===== config.mk =====
export PLATFORM = sky130hd
export DESIGN_NAME = forno_controle_param
export DESIGN_NICKNAME = d
export VERILOG_FILES = /design/src/rtl/forno_controle_param_pkg.sv /design/src/rtl/forno_controle_param_bcd_time_counter.sv /design/src/rtl/forno_controle_param.sv
export SDC_FILE = /design/constraint.sdc
export NUM_CORES = 1
export LEC_CHECK = 0
export CORE_MARGIN = 10
export CORE_UTILIZATION = 30
export DETAILED_ROUTE_END_ITERATION = 12
export HOLD_SLACK_MARGIN = 0.02
export MAX_ROUTING_LAYER = met4
export PLACE_DENSITY = 0.55
export SLEW_MARGIN = 40
export SYNTH_ARGS = -nofsm -noshare
export SYNTH_HDL_FRONTEND = slang
export SYNTH_SLANG_ARGS = --single-unit

===== constraint.sdc =====
create_clock -name clk -period 4.6 [get_ports clk]
set_clock_uncertainty 0.2 [all_clocks]
set_input_delay 0.92 -clock clk [delete_from_list [all_inputs] [get_ports clk]]
set_output_delay 0.92 -clock clk [all_outputs]
set_load 0.01 [all_outputs]

===== src/rtl/forno_controle_param_pkg.sv =====
`default_nettype none
// ============================================================================
//  Module      : forno_controle_param_pkg
//  Description : Shared constants for the parametrised microwave controller.
//  Revision    : 1.0 - initial release
// ============================================================================
package forno_controle_param_pkg;

    localparam int unsigned c_BCD_W   = 4;
    localparam logic [3:0]  c_KEY_MAX = 4'd9;

    localparam logic [2:0] c_ST_IDLE   = 3'd0;
    localparam logic [2:0] c_ST_ENTRY  = 3'd1;
    localparam logic [2:0] c_ST_COOK   = 3'd2;
    localparam logic [2:0] c_ST_PAUSED = 3'd3;
    localparam logic [2:0] c_ST_DONE   = 3'd4;

endpackage
`default_nettype wire


===== src/rtl/forno_controle_param_bcd_time_counter.sv =====
`default_nettype none
// ============================================================================
//  Module      : forno_controle_param_bcd_time_counter
//  Description : Packed BCD mm..:ss buffer with digit shift-in and a
//                one-second decrement (59 wrap, rippling minute borrow).
//  Revision    : 1.0 - initial release
// ============================================================================
module forno_controle_param_bcd_time_counter
    import forno_controle_param_pkg::*;
#(
    parameter int MIN_DIGITS = 2
) (
    input  logic                                   clk,
    input  logic                                   rst,
    input  logic                                   i_clr_buf,
    input  logic                                   i_shift_en,
    input  logic [3:0]                             i_digit,
    input  logic                                   i_dec_en,
    output logic [c_BCD_W*(MIN_DIGITS+2)-1:0]      o_value,
    output logic                                   o_zero,
    output logic                                   o_last
);

    localparam int c_W = c_BCD_W * (MIN_DIGITS + 2);

    logic [c_W-1:0] r_value;
    logic [c_W-1:0] w_dec;
    logic           w_borrow;

    always_comb begin
        w_dec    = r_value;
        w_borrow = 1'b1;
        if (r_value[3:0] != 4'd0) begin
            w_dec[3:0] = r_value[3:0] - 4'd1;
        end else if (r_value[7:4] != 4'd0) begin
            w_dec[7:4] = r_value[7:4] - 4'd1;
            w_dec[3:0] = 4'd9;
        end else begin
            // Seconds exhausted: reload 59 and borrow one minute, rippling upward
            w_dec[7:0] = 8'h59;
            for (int i = 0; i < MIN_DIGITS; i++) begin
                if (w_borrow) begin
                    if (r_value[8+4*i +: 4] == 4'd0) begin
                        w_dec[8+4*i +: 4] = 4'd9;
                    end else begin
                        w_dec[8+4*i +: 4] = r_value[8+4*i +: 4] - 4'd1;
                        w_borrow          = 1'b0;
                    end
                end
            end
        end
    end

    always_ff @(posedge clk) begin
        if (rst || i_clr_buf) begin
            r_value <= '0;
        end else if (i_shift_en) begin
            r_value <= {r_value[c_W-5:0], i_digit};
        end else if (i_dec_en && !o_zero) begin
            r_value <= w_dec;
        end
    end

    assign o_value = r_value;
    assign o_zero  = (r_value == '0);
    // A value of exactly 1 s means the next decrement lands on zero
    assign o_last  = (r_value == {{(c_W-1){1'b0}}, 1'b1});

endmodule
`default_nettype wire


===== src/rtl/forno_controle_param.sv =====
`default_nettype none
// ============================================================================
//  Module      : forno_controle_param
//  Description : Microwave controller: keypad time entry, BCD countdown,
//                duty-cycled magnetron with door interlock, pause/resume.
//  Revision    : 1.0 - initial release
// ============================================================================
module forno_controle_param
    import forno_controle_param_pkg::*;
#(
    parameter int MIN_DIGITS  = 2,
    parameter int TICK_DIV    = 50000000,
    parameter int POWER_STEPS = 10,
    parameter int DONE_SECS   = 3
) (
    input  logic                          clk,
    input  logic                          clear,
    input  logic                          key_valid,
    input  logic [3:0]                    key_code,
    input  logic                          start,
    input  logic                          stop,
    input  logic                          door_closed,
    input  logic [3:0]                    power_sel,
    output logic [4*(MIN_DIGITS+2)-1:0]   bcd_out,
    output logic                          mag_on,
    output logic                          done,
    output logic [2:0]                    state_out
);

    localparam int c_PRE_W = (TICK_DIV > 1) ? $clog2(TICK_DIV) : 1;
    localparam int c_PW    = $clog2(POWER_STEPS + 1);
    localparam int c_DW    = (DONE_SECS > 1) ? $clog2(DONE_SECS) : 1;

    localparam logic [c_PRE_W-1:0] c_PRE_MAX   = c_PRE_W'(TICK_DIV - 1);
    localparam logic [c_PW-1:0]    c_PH_MAX    = c_PW'(POWER_STEPS - 1);
    localparam logic [c_PW-1:0]    c_PWR_FULL  = c_PW'(POWER_STEPS);
    localparam logic [c_DW-1:0]    c_DONE_LAST = c_DW'(DONE_SECS - 1);

    logic [2:0]         r_state;
    logic [c_PRE_W-1:0] r_presc;
    logic [c_PW-1:0]    r_phase;
    logic [c_PW-1:0]    r_power;
    logic [c_DW-1:0]    r_dcnt;

    logic               w_tick;
    logic               w_key_ok;
    logic               w_start_ok;
    logic               w_zero;
    logic               w_last;
    logic               w_shift;
    logic               w_clr_buf;
    logic               w_dec;
    logic [c_PW-1:0]    w_power_sel;

    assign w_tick     = (r_presc == c_PRE_MAX);
    assign w_key_ok   = key_valid && (key_code <= c_KEY_MAX);
    assign w_start_ok = start && door_closed && !w_zero;
    // Out-of-range or zero power selects full power
    assign w_power_sel = ((power_sel == 4'd0) || ({28'd0, power_sel} > 32'(POWER_STEPS)))
                         ? c_PWR_FULL : c_PW'(power_sel);

    always_comb begin
        w_shift   = 1'b0;
        w_clr_buf = 1'b0;
        w_dec     = 1'b0;
        case (r_state)
            c_ST_IDLE:   w_shift = w_key_ok;
            c_ST_ENTRY: begin
                if (stop)             w_clr_buf = 1'b1;
                else if (!w_start_ok) w_shift   = w_key_ok;
            end
            c_ST_COOK:   w_dec     = door_closed && !stop && w_tick;
            c_ST_PAUSED: w_clr_buf = stop;
            default: ;
        endcase
    end

    forno_controle_param_bcd_time_counter #(
        .MIN_DIGITS (MIN_DIGITS)
    ) u_time (
        .clk        (clk),
        .rst        (clear),
        .i_clr_buf  (w_clr_buf),
        .i_shift_en (w_shift),
        .i_digit    (key_code),
        .i_dec_en   (w_dec),
        .o_value    (bcd_out),
        .o_zero     (w_zero),
        .o_last     (w_last)
    );

    always_ff @(posedge clk) begin
        if (clear) begin
            r_state <= c_ST_IDLE;
            r_presc <= '0;
            r_phase <= '0;
            r_power <= '0;
            r_dcnt  <= '0;
        end else begin
            r_presc <= w_tick ? '0 : r_presc + 1'b1;
            case (r_state)
                c_ST_IDLE: begin
                    if (w_key_ok) r_state <= c_ST_ENTRY;
                end
                c_ST_ENTRY: begin
                    if (stop) begin
                        r_state <= c_ST_IDLE;
                    end else if (w_start_ok) begin
                        r_state <= c_ST_COOK;
                        r_presc <= '0;
                        r_phase <= '0;
                        r_power <= w_power_sel;
                    end
                end
                c_ST_COOK: begin
                    if (!door_closed || stop) begin
                        r_state <= c_ST_PAUSED;
                    end else if (w_tick) begin
                        r_phase <= (r_phase == c_PH_MAX) ? '0 : r_phase + 1'b1;
                        if (w_last) begin
                            r_state <= c_ST_DONE;
                            r_dcnt  <= '0;
                        end
                    end
                end
                c_ST_PAUSED: begin
                    if (stop) begin
                        r_state <= c_ST_IDLE;
                    end else if (start && door_closed) begin
                        r_state <= c_ST_COOK;
                        r_presc <= '0;
                        r_power <= w_power_sel;
                    end
                end
                c_ST_DONE: begin
                    if (!door_closed || stop || key_valid) begin
                        r_state <= c_ST_IDLE;
                    end else if (w_tick) begin
                        if (r_dcnt == c_DONE_LAST) r_state <= c_ST_IDLE;
                        else                       r_dcnt  <= r_dcnt + 1'b1;
                    end
                end
                default: r_state <= c_ST_IDLE;
            endcase
        end
    end

    // Door term stays combinational so an opening door cuts power immediately
    assign mag_on    = (r_state == c_ST_COOK) && door_closed && (r_phase < r_power);
    assign done      = (r_state == c_ST_DONE);
    assign state_out = r_state;

endmodule
`default_nettype wire


==> run_results.csv <==
group,metric,value,unit
outcome,status,"completed",
floorplan,rows,36,
clocking,tritoncts,"yes",
routing,vias_per_cell,5.06,
routing,finalWirelength,7.17,mm
clocking,cts_buffers,5,
logic_synthesis,synth-main-ff-cell,"dfxtp_1",
floorplan,die_height,121,um
sta,setup_viol,0,
run,cap_violations,0,
logic_synthesis,ys_seq_elements,55,
clocking,cts_resized,0,
clocking,cts_buffer_depth,2,
grt,grt_overflow,0,
power,power_leakage,1.22,nW
worst_hold_path,hold_class,"flip-flop to flip-flop",
sta,tns,0,ps
power,p_switching,0.000481,W
placed_design,place_congestion,0.829,
critical_path,critPathKind,"input port to output pin",
placed_design,dp_hpwl,5.27,mm
clocking,cts_sinks,55,
grt,grtUsageTotal,0.100,
finish,drive_gt1_frac,0.0877,
logic_synthesis,synth-edff-count,0,
logic_synthesis,ys_async_sr_fraction,0,
sta,tightest_slew,673,ps
floorplan,start_util,0.310,
logic_synthesis,netlist_area,3040,um^2
finish,n_antenna_cell,0,
floorplan,num_io_pins,35,
power,power_density,359,nW/um^2
sta,fin_crit,3310,ps
sta,timing.final.max_slew_violations,0,
clocking,cts.htree.levels,2,
logic_synthesis,synth_nets,388,
routing,antenna_left,0,
logic_synthesis,syn_inst,367,
floorplan,core_area,9820,um^2
floorplan,dieArea,14600,um^2
clocking,clk_pin_slew_worst_paths,110,ps
critical_path,setup.worst_path.end_class,"output pin",
critical_path,worstPathArrival,2190,ps
routing,vias,2693,
routing,drt-pass1-iter-count,4,
finish,num-nets-final,419,
sta,timing.fmax,302,MHz
finish,layout-area-overhead-vs-synth,18.3,%
floorplan,die-width,121,um
grt,antenna_found_initial,0,
logic_synthesis,yosysUniqueCellTypes,58,
grt,grt_pass1_wl,12.3,mm
sta,fin_crit_sh,0.719,
sta,slew_headroom,0.547,
sta,hold_ws,267,ps
sta,grt_setup_unrepaired,"false",
logic_synthesis,yosysSeqAreaShare,0.362,
routing,drtIter0Drc,162,
logic_synthesis,postSynthAreaPerCell,8.29,um^2
clocking,cts_setup_buffers,0,
power,switching_share,0.371,
clocking,hold_buffers,0,
sta,hold_violations,0,
placed_design,portBuffers,34,
critical_path,start_kind,"input port",
power,internal_power,0.000814,W
critical_path,critPathMaxFanout,4,
power,seqPwrFrac,0.458,
clocking,clock_latency,310,ps
power,irDropWorstVdd,0.172,mV
power,power_frac_comb,0.326,
clocking,cts_root_buf,"clkbuf_8",
logic_synthesis,ys_warn_count,0,
routing,wl_per_cell,13.5,um
grt,grt_pass1_vias,2492,
grt,grt_start_max_net_pins,26,
critical_path,cp.required,3480,ps
power,p_clk_frac,0.216,
routing,post-route-drc-count,0,
-- placed cells by master, fill, tap and decap left out, types with 8 or more instances in the layout --
master,count
dfxtp_1,55
nor2_1,54
clkdlybuf4s50_1,34
nand2_1,30
a21oi_1,25
o21ai_0,19
xor2_1,16
xnor2_1,14
nand3_1,12
inv_1,11
nor3_1,8
-- Yosys cell counts (all sizes together), types with 3 or more instances --
cell type / count / area [um^2]
clkbuf: 5 / 18.8
inv: 11 / 41.3
and3: 7 / 43.8
nor3: 10 / 60.1
or3b: 3 / 28.8
a221oi: 5 / 43.8
and4: 3 / 26.3
nor3b: 7 / 57.6
nand2: 30 / 113
buf: 6 / 36.3
nand4: 10 / 87.6
nor2b: 3 / 18.8
and2: 4 / 27.5
nor2: 57 / 221
ha: 7 / 87.6
xnor2: 14 / 123
a211oi: 6 / 45.0
a31oi: 4 / 31.3
nand3: 13 / 70.1
or2: 3 / 18.8
nor4: 11 / 103
or3: 5 / 31.3
dfxtp: 55 / 1100
o21ai: 22 / 114
a21oi: 25 / 125
xor2: 16 / 140
-- worst paths after layout --
path / to / cells after the start / slack (ps) / start
setup reg to reg: r_presc[11]$_SDFF_PP0_ / 5 / 1670 / u_time.o_value[12]$_SDFFE_PP0P_
setup / recovery: mag_on / 3 / 1290 / door_closed
hold reg to reg: r_dcnt[1]$_SDFFE_PP0P_ / 2 / 270 / r_dcnt[1]$_SDFFE_PP0P_
hold / removal: r_dcnt[1]$_SDFFE_PP0P_ / 2 / 270 / r_dcnt[1]$_SDFFE_PP0P_
-- cells by family after synthesis --
family / share of synthesized area
AOI/OAI and AO/OA: 0.151
xor gates and xnor gates: 0.0863
adders and majority gates: 0.0288
buffers and inverters: 0.0316
DFF: 0.362
muxes: 0.00658
and+or+nand+nor: 0.334
-- stage by stage --
stage               setup slack [ps]  cells  area, um^2  total power (W)   util
detailed placement              1270    524        3500          0.00102  0.357
global placement                1300    524        3500          0.00102  0.357
finish                          1290    532        3600          0.00129  0.367
floorplan                       2010    367        3040         0.000867      -
CTS                             1130    532        3600          0.00131  0.366
global route                    1260    532        3600          0.00138  0.367
-- cell type report --
type	count	area, um^2
clock buffers	5	68.8
well taps	133	166
flip-flops and latches	55	1100
repair buffers	35	348
multi-input cells	290	1850
inverters	11	41.3
clock inverters	3	25.0
fillers	1032	6220
-- metal layers --
metal / share of wire / GRT usage / up-vias
li1: - / - / 1378
met1: 0.49 / 0.131 / 1255
met2: 0.46 / 0.154 / 55
met3: 0.044 / 0.0205 / 5
met4: 0.0085 / 0.0264 / 0
met5: 0 / - / -
-- worst max-delay path, cell delays in order --
cell and delay (ps):
clkdlybuf4s50_1 510, and4b_1 210, clkdlybuf4s50_1 540
-- power groups by stage --
stage / logic, W / clock network, W / registers (W)
floorplan: 0.000281 / 0 / 0.000586
global placement: 0.000421 / 0 / 0.000601
detailed placement: 0.000424 / 0 / 0.000601
CTS: 0.000425 / 0.000290 / 0.000590
global route: 0.000474 / 0.000306 / 0.000603
finish: 0.000423 / 0.000280 / 0.000592
-- sequential cells by signal, indices dropped and copies added, names as in the netlist --
register,flops
r_phase,4
r_presc,26
u_time.o_value,16
state_out,3
r_power,4
r_dcnt,2
Note: power is estimated with default switching activity, not from simulation.
